<file path="src/rtl/inst_fetch_axi.sv">
`default_nettype none
// ============================================================================
//  Module   : inst_fetch_axi
//  Purpose  : Single-entry instruction fetch buffer backed by single-beat
//             AXI4 reads; at most one read outstanding.
//  Revision : 1.0  initial release
// ============================================================================
module inst_fetch_axi #(
    parameter logic [3:0]  ARID_VAL = 4'h0,
    parameter logic [31:0] RESET_PC = 32'hbfc0_0000
) (
    input  logic        clk,
    input  logic        rst,
    input  logic        inst_req,
    input  logic [31:0] inst_addr,
    input  logic        flush,
    output logic [31:0] inst_rdata,
    output logic        i_stall,
    output logic        inst_err,
    output logic [3:0]  arid,
    output logic [31:0] araddr,
    output logic [7:0]  arlen,
    output logic [2:0]  arsize,
    output logic [1:0]  arburst,
    output logic        arvalid,
    input  logic        arready,
    input  logic [3:0]  rid,
    input  logic [31:0] rdata,
    input  logic [1:0]  rresp,
    input  logic        rlast,
    input  logic        rvalid,
    output logic        rready
);

    typedef enum logic [1:0] {
        IDLE = 2'd0,
        ADDR = 2'd1,
        DATA = 2'd2
    } state_t;

    state_t      state_q;
    logic        buf_valid_q;
    logic [29:0] buf_tag_q;
    logic [31:0] buf_data_q;
    logic        buf_err_q;
    logic        drop_q;
    logic [31:0] req_addr_q;
    logic        arvalid_q;
    logic        rready_q;

    logic        hit;
    logic        start_d;
    logic        beat_done_d;
    logic        buf_wr_d;

    assign hit         = buf_valid_q & (buf_tag_q == inst_addr[31:2]);
    assign start_d     = (state_q == IDLE) & inst_req & ~hit & ~flush;
    assign beat_done_d = (state_q == DATA) & rvalid & rlast;
    // A flush in the completing cycle has priority over the buffer fill.
    assign buf_wr_d    = beat_done_d & ~drop_q & ~flush;

    assign i_stall    = inst_req & ~hit;
    assign inst_rdata = hit ? buf_data_q : 32'h0;
    assign inst_err   = hit & buf_err_q;

    assign arid    = ARID_VAL;
    assign araddr  = req_addr_q;
    assign arlen   = 8'h00;
    assign arsize  = 3'b010;
    assign arburst = 2'b01;
    assign arvalid = arvalid_q;
    assign rready  = rready_q;

    logic unused_ok;
    assign unused_ok = ^{rid, inst_addr[1:0], RESET_PC};

    always_ff @(posedge clk or negedge rst) begin
        if (!rst) begin
            state_q     <= IDLE;
            buf_valid_q <= 1'b0;
            buf_tag_q   <= 30'h0;
            buf_data_q  <= 32'h0;
            buf_err_q   <= 1'b0;
            drop_q      <= 1'b0;
            req_addr_q  <= 32'h0;
            arvalid_q   <= 1'b0;
            rready_q    <= 1'b0;
        end else begin
            if (flush) begin
                buf_valid_q <= 1'b0;
            end else if (buf_wr_d) begin
                buf_valid_q <= 1'b1;
                buf_tag_q   <= req_addr_q[31:2];
                buf_data_q  <= rdata;
                buf_err_q   <= (rresp != 2'b00);
            end

            case (state_q)
                IDLE: begin
                    if (start_d) begin
                        req_addr_q <= {inst_addr[31:2], 2'b00};
                        drop_q     <= 1'b0;
                        arvalid_q  <= 1'b1;
                        state_q    <= ADDR;
                    end
                end
                ADDR: begin
                    // The read is never abandoned; a flush only marks it stale.
                    if (flush) begin
                        drop_q <= 1'b1;
                    end
                    if (arready) begin
                        arvalid_q <= 1'b0;
                        rready_q  <= 1'b1;
                        state_q   <= DATA;
                    end
                end
                DATA: begin
                    if (flush) begin
                        drop_q <= 1'b1;
                    end
                    if (rvalid & rlast) begin
                        rready_q <= 1'b0;
                        state_q  <= IDLE;
                    end
                end
                default: begin
                    arvalid_q <= 1'b0;
                    rready_q  <= 1'b0;
                    state_q   <= IDLE;
                end
            endcase
        end
    end

endmodule
`default_nettype wire

</file>
<file path="config.mk">
export PLATFORM = sky130hd
export DESIGN_NAME = inst_fetch_axi
export DESIGN_NICKNAME = d
export VERILOG_FILES = /design/src/rtl/inst_fetch_axi.sv
export SDC_FILE = /design/constraint.sdc
export NUM_CORES = 1
export LEC_CHECK = 0
export ABC_AREA = 1
export BUFFER_PORTS_ARGS = -buffer_cell sky130_fd_sc_hd__buf_2
export CAP_MARGIN = 25
export CORE_UTILIZATION = 35
export DETAILED_ROUTE_END_ITERATION = 8
export PLACE_DENSITY = 0.69
export SYNTH_ARGS = -nofsm -noshare
export SYNTH_HDL_FRONTEND = slang
export SYNTH_SLANG_ARGS = --single-unit
</file>
<file path="constraint.sdc">
create_clock -name clk -period 1.76 [get_ports clk]
set_clock_uncertainty 0.15 [all_clocks]
set_input_delay 0.264 -clock clk [delete_from_list [all_inputs] [get_ports clk]]
set_output_delay 0.264 -clock clk [all_outputs]
set_load 0.05 [all_outputs]
</file>
# ---- After elaboration in Yosys (flattened, before gate mapping)
# Index checks and enable logic that the tools add are counted.
dict set report classes {
  eq_ne 7
  muxes 16
  bitwise_logic 16
  reduce_logical 11
}
# operator n
set op_table {}
lappend op_table {{two-way mux 32 bit} 1}
lappend op_table {{== test 30 bit} 1}
lappend op_table {{AND reduction 3 bit} 4}
lappend op_table {{bitwise AND 1 bit} 11}
lappend op_table {{two-way mux 1 bit} 8}
lappend op_table {{two-way mux 2 bit} 3}
lappend op_table {{one-hot mux 1 bit (3 select lines)} 2}
lappend op_table {{one-hot mux 2 bit (3 select lines)} 1}
lappend op_table {{nonzero test 2 bit} 3}
lappend op_table {{NOT 1 bit} 5}
lappend op_table {{inequality test 2 x 1 -> 1 bit, second input constant} 2}
lappend op_table {{inequality test 2 bit, second input constant} 2}
lappend op_table {{AND reduction 2 bit} 2}
lappend op_table {{== test 2 x 1 -> 1 bit, second input constant} 1}
lappend op_table {{== test 2 bit, second input constant} 1}
lappend op_table {{logical NOT 2 bit} 1}
lappend op_table {{one-hot mux 1 bit (2 select lines)} 1}
lappend op_table {{OR reduction 2 bit} 1}
dict set report totals {
  regBits 99
  in_bits 77
  out_inout_bits 85
}

# ---- Logic depth before layout (Yosys ltp)
dict set report depth {
  word_depth 7
  ltp_mapped 14
  mapped_depth_nobuf 14
}

# ---- Worst setup path before layout
# OpenSTA, ideal clock, no wires.
dict set report synth_timing {
  path_type {flip-flop to output port}
  startpoint {reg buf_tag_q[11]}
  endpoint {out i_stall}
  arrival_ns 1.860
  required_time_ns 1.346
  slack_ns -0.514
  path_stages_with_launch 10
  cell_sequence {dfrtp_1 -> inv_1 -> nand2_1 -> nand2_1 -> inv_1 -> nand2_1 -> nor2_1 -> nand2_1 -> nor2_1 -> a21boi_0}
}
dict set report synth_via {
  elab_chain_cells 4
}
# element line_no
set synth_lines {}
lappend synth_lines {{start, declared} 43} ;# logic [29:0] buf_tag_q;
lappend synth_lines {{start signal, assigned} 93} ;# buf_tag_q <= req_addr_q[31:2];
lappend synth_lines {{== test 30 bit} 56} ;# assign hit = buf_valid_q & (buf_tag_q == inst_addr[31:2]);
lappend synth_lines {{bitwise AND 1 bit} 56}
lappend synth_lines {{NOT 1 bit} 62} ;# assign i_stall = inst_req & ~hit;
lappend synth_lines {{bitwise AND 1 bit} 62}
lappend synth_lines {{end, declared} 18} ;# output logic i_stall,
# No other way between the ends.

# ---- Worst setup path after layout
dict set report layout_timing {
  startpoint {reg buf_tag_q[18]}
  endpoint {out inst_rdata[31]}
}
dict set report layout_via {
  elab_chain_cells 3
}
# element line_no
set layout_lines {}
lappend layout_lines {{== test 30 bit} 56}
lappend layout_lines {{bitwise AND 1 bit} 56}
lappend layout_lines {{two-way mux 32 bit} 63} ;# assign inst_rdata = hit ? buf_data_q : 32'h0;
lappend layout_lines {{end, declared} 17} ;# output logic [31:0] inst_rdata,
# No other way between the ends.

==> results.toml <==
[outcome]
status = "finished, violations left"
violations = "negative setup slack"

[place]
hpwl_um = 9130
io_buffers = 136
globalplace.congestion = 0.817

[layout]
fillers = 1076
drive_gt1_frac = 0.532
diodes = 0
nets = 956
area_delta_synth_final_pct = 73.2

[power_and_ir_drop]
leakage_nw = 4.54
design_power_total_mw = 12.0
powerDensity_mw_per_mm2 = 1390
ir_drop_mv = 0.954

[setup_path]
setup.worst_path.start = "buf_tag_q[18]"
cp_cell_sequence = "xnor2_2 > nand4_1 > nor4_4 > nand4_4 > buf_12 > nor2_2 > buf_4"
r2r_setup_slack_ns = -0.38
cp_slowest_cell = "dfrtp_1"
critPathMaxFanout = 33
timing.rr.start = "buf_tag_q[24]"
startpoint_type = "flop"
required_ns = 1.35
regToRegEndpoint = "araddr[30]"
reg2reg_depth = 16
critical_path_class = "reg2out"
critPathMaxStageDelay_ns = 0.41
cp-endpoint = "inst_rdata[31]"
cp-end-kind = "primary output"
worstPathArrival_ns = 2.21

[floorplan]
die_h_um = 121
coreArea_mm2 = 0.0138
ioPinCount = 162
initial_utilization = 0.358
die_w_um = 121
die_area_mm2 = 0.0146
row_count = 43

[route]
drt-initial-drc-count = 292
ant_nets = 0
viasPerCell = 4.71
routed_wl_um = 16600
drc = 0
drt_pre_antenna_iters = 4
wl_per_cell_um = 15.7
vias = 5000

[clock_tree]
cts_tree = "built"
clockBufferDepth = 2
cts.sinks = 99
numCtsBuffers = 9
htreeDepth = 3
clkLatencyLatePin_ns = 0.35
clk_pin_slew_ns = 0.07
cts_root_buf = "clkbuf_16"

[logic_synthesis]
synth-async-reset-ratio = 1.00
synthFlopType = "dfrtp_1"
synth_cells = 626
synth-seq-cells = 99
yosysSeqAreaShare = 0.500
synth.avg_cell_area_um2 = 7.92
syn_area_mm2 = 0.00496
synth_edf_count = 0
ys_types = 29
yosysWarnings = 0

[sta]
tns_ns = -40.07
finalSetupViolations = 127
hold_ws_ns = 0.00447
maxSlewViolCount = 0
min_period_ns = 2.63
fin_ws_ns = -0.867
grt_setup_unrepaired = "true"
max_freq_ghz = 0.381
final-hold-violation-count = 0
finalCritPeriodShare = 1.49

[grt]
grt_pass1_vias = 4560
track_usage = 0.200
grt_max_degree = 38
grt_pass1_wl_um = 22500
antenna_found_initial = 0
grt-ovfl-total = 0

[job]
max_cap_viol_count = 0

[min_path]
hold_path.class = "in2reg"
[where the power goes]
group | total [mW] | switching [mW] | internal, mW
Sequential | 4.13 | 0.798 | 3.33
Combinational | 5.95 | 3.78 | 2.17
Clock | 1.88 | 0.843 | 1.03
Total | 12.0 | 5.42 | 6.54
[critical path: cells and delay by family, from the launching register on]
kind / cells / cell delay [ns]
XOR/XNOR: 1 / 0.28
AND/OR/NAND/NOR: 4 / 0.70
flip-flops: 1 / 0.41
buffers and inverters: 2 / 0.44
[cells by family (layout without fill, tap and decap cells)]
kind of cell,Yosys count,count (layout),synth area share
other,2,19,0.00152
adder cells (fa/ha/maj),3,3,0.00757
flip-flops,99,99,0.500
buffers and inverters,148,386,0.135
AND/OR/NAND/NOR,260,260,0.234
AO/OA/AOI/OAI,108,108,0.111
XOR/XNOR,6,6,0.0106
[synthesized netlist by cell type, drive strengths merged, types with 5 or more instances]
cell,instances,area share
a21oi,7,0.0071
buf,33,0.048
clkbuf,8,0.0061
dfrtp,99,0.50
inv,107,0.081
nand2,189,0.14
nand3,5,0.0061
nand4,8,0.013
nor2,51,0.056
o21ai,95,0.096
xnor2,6,0.011
[placed cells by master (no fill, tap or decap), types with 4 or more instances in the layout]
master / synthesis / final
nor2_2: 29 / 11
o21ai_0: 91 / 4
nor2_4: 2 / 37
nand2_2: 0 / 49
a21oi_2: 0 / 5
nand2_1: 189 / 97
buf_2: 9 / 101
clkbuf_16: 0 / 17
o21ai_2: 0 / 59
o21ai_1: 4 / 31
dfrtp_1: 99 / 99
inv_1: 107 / 102
nand2_4: 0 / 43
xnor2_2: 0 / 4
dlygate4sd3_1: 0 / 31
buf_12: 0 / 20
conb_1: 2 / 19
buf_4: 21 / 79
nand4_1: 7 / 7
buf_6: 3 / 12
buf_8: 0 / 10
[layer usage]
metal  wire, µm  GRT usage  vias up  share of wire
li1           -          -     2408              -
met1       6730      0.248     2373           0.40
met2       8490      0.334      182           0.51
met3        963     0.0456       37          0.058
met4        458     0.0810        0          0.028
met5          0          0        -              0
[registers in the layout (all words and copies together), names as in the netlist]
signal,flops
araddr,30
arvalid,1
buf_data_q,32
buf_err_q,1
buf_tag_q,30
buf_valid_q,1
drop_q,1
rready,1
state_q,2
[worst min path at each step]
stage / from / endpoint / slack [ns] / depth (start not counted)
6_report: rdata[21] / buf_data_q[21] / 0.004 / 3
5_1_grt: rdata[21] / buf_data_q[21] / 0.005 / 3
4_1_cts: rdata[30] / buf_data_q[30] / 0.002 / 3
3_5_place_dp: rst / buf_data_q[6] / 0.07 / 1
3_3_place_gp: rst / buf_data_q[6] / 0.07 / 1
2_1_floorplan: rst / araddr[10] / -0.18 / 0
[timing repair]
item	in CTS	in global routing
endpoints found under the setup margin	103	130
setup buffers	14	10
endpoints found under the hold margin	51	4
gates resized for setup	128	291
gates cloned	8	14
pin swaps	6	16
hold buffers	27	4
[metrics by stage]
step | util | cells | area, µm² | setup WS (ns)
after floorplan | - | 643 | 5190 | -0.281
after global placement | 0.455 | 976 | 6290 | -0.529
after detailed placement | 0.455 | 976 | 6290 | -0.571
after CTS | 0.543 | 1039 | 7510 | -0.816
after global routing | 0.621 | 1061 | 8580 | -0.944
final | 0.621 | 1061 | 8580 | -0.867
[final cells by class]
type / instances / area, µm² / share of cell area
clock inverter: 2 / 10.0 / 0.00117
sequential: 99 / 2480 / 0.289
timing repair buffer: 262 / 2320 / 0.271
clock buffer: 14 / 264 / 0.0308
inverter: 107 / 408 / 0.0475
multi-input combinational: 396 / 2870 / 0.334
timing repair inverter: 1 / 7.51 / 0.000875
tap: 180 / 225 / 0.0262
(Power assumes the default switching activity.)
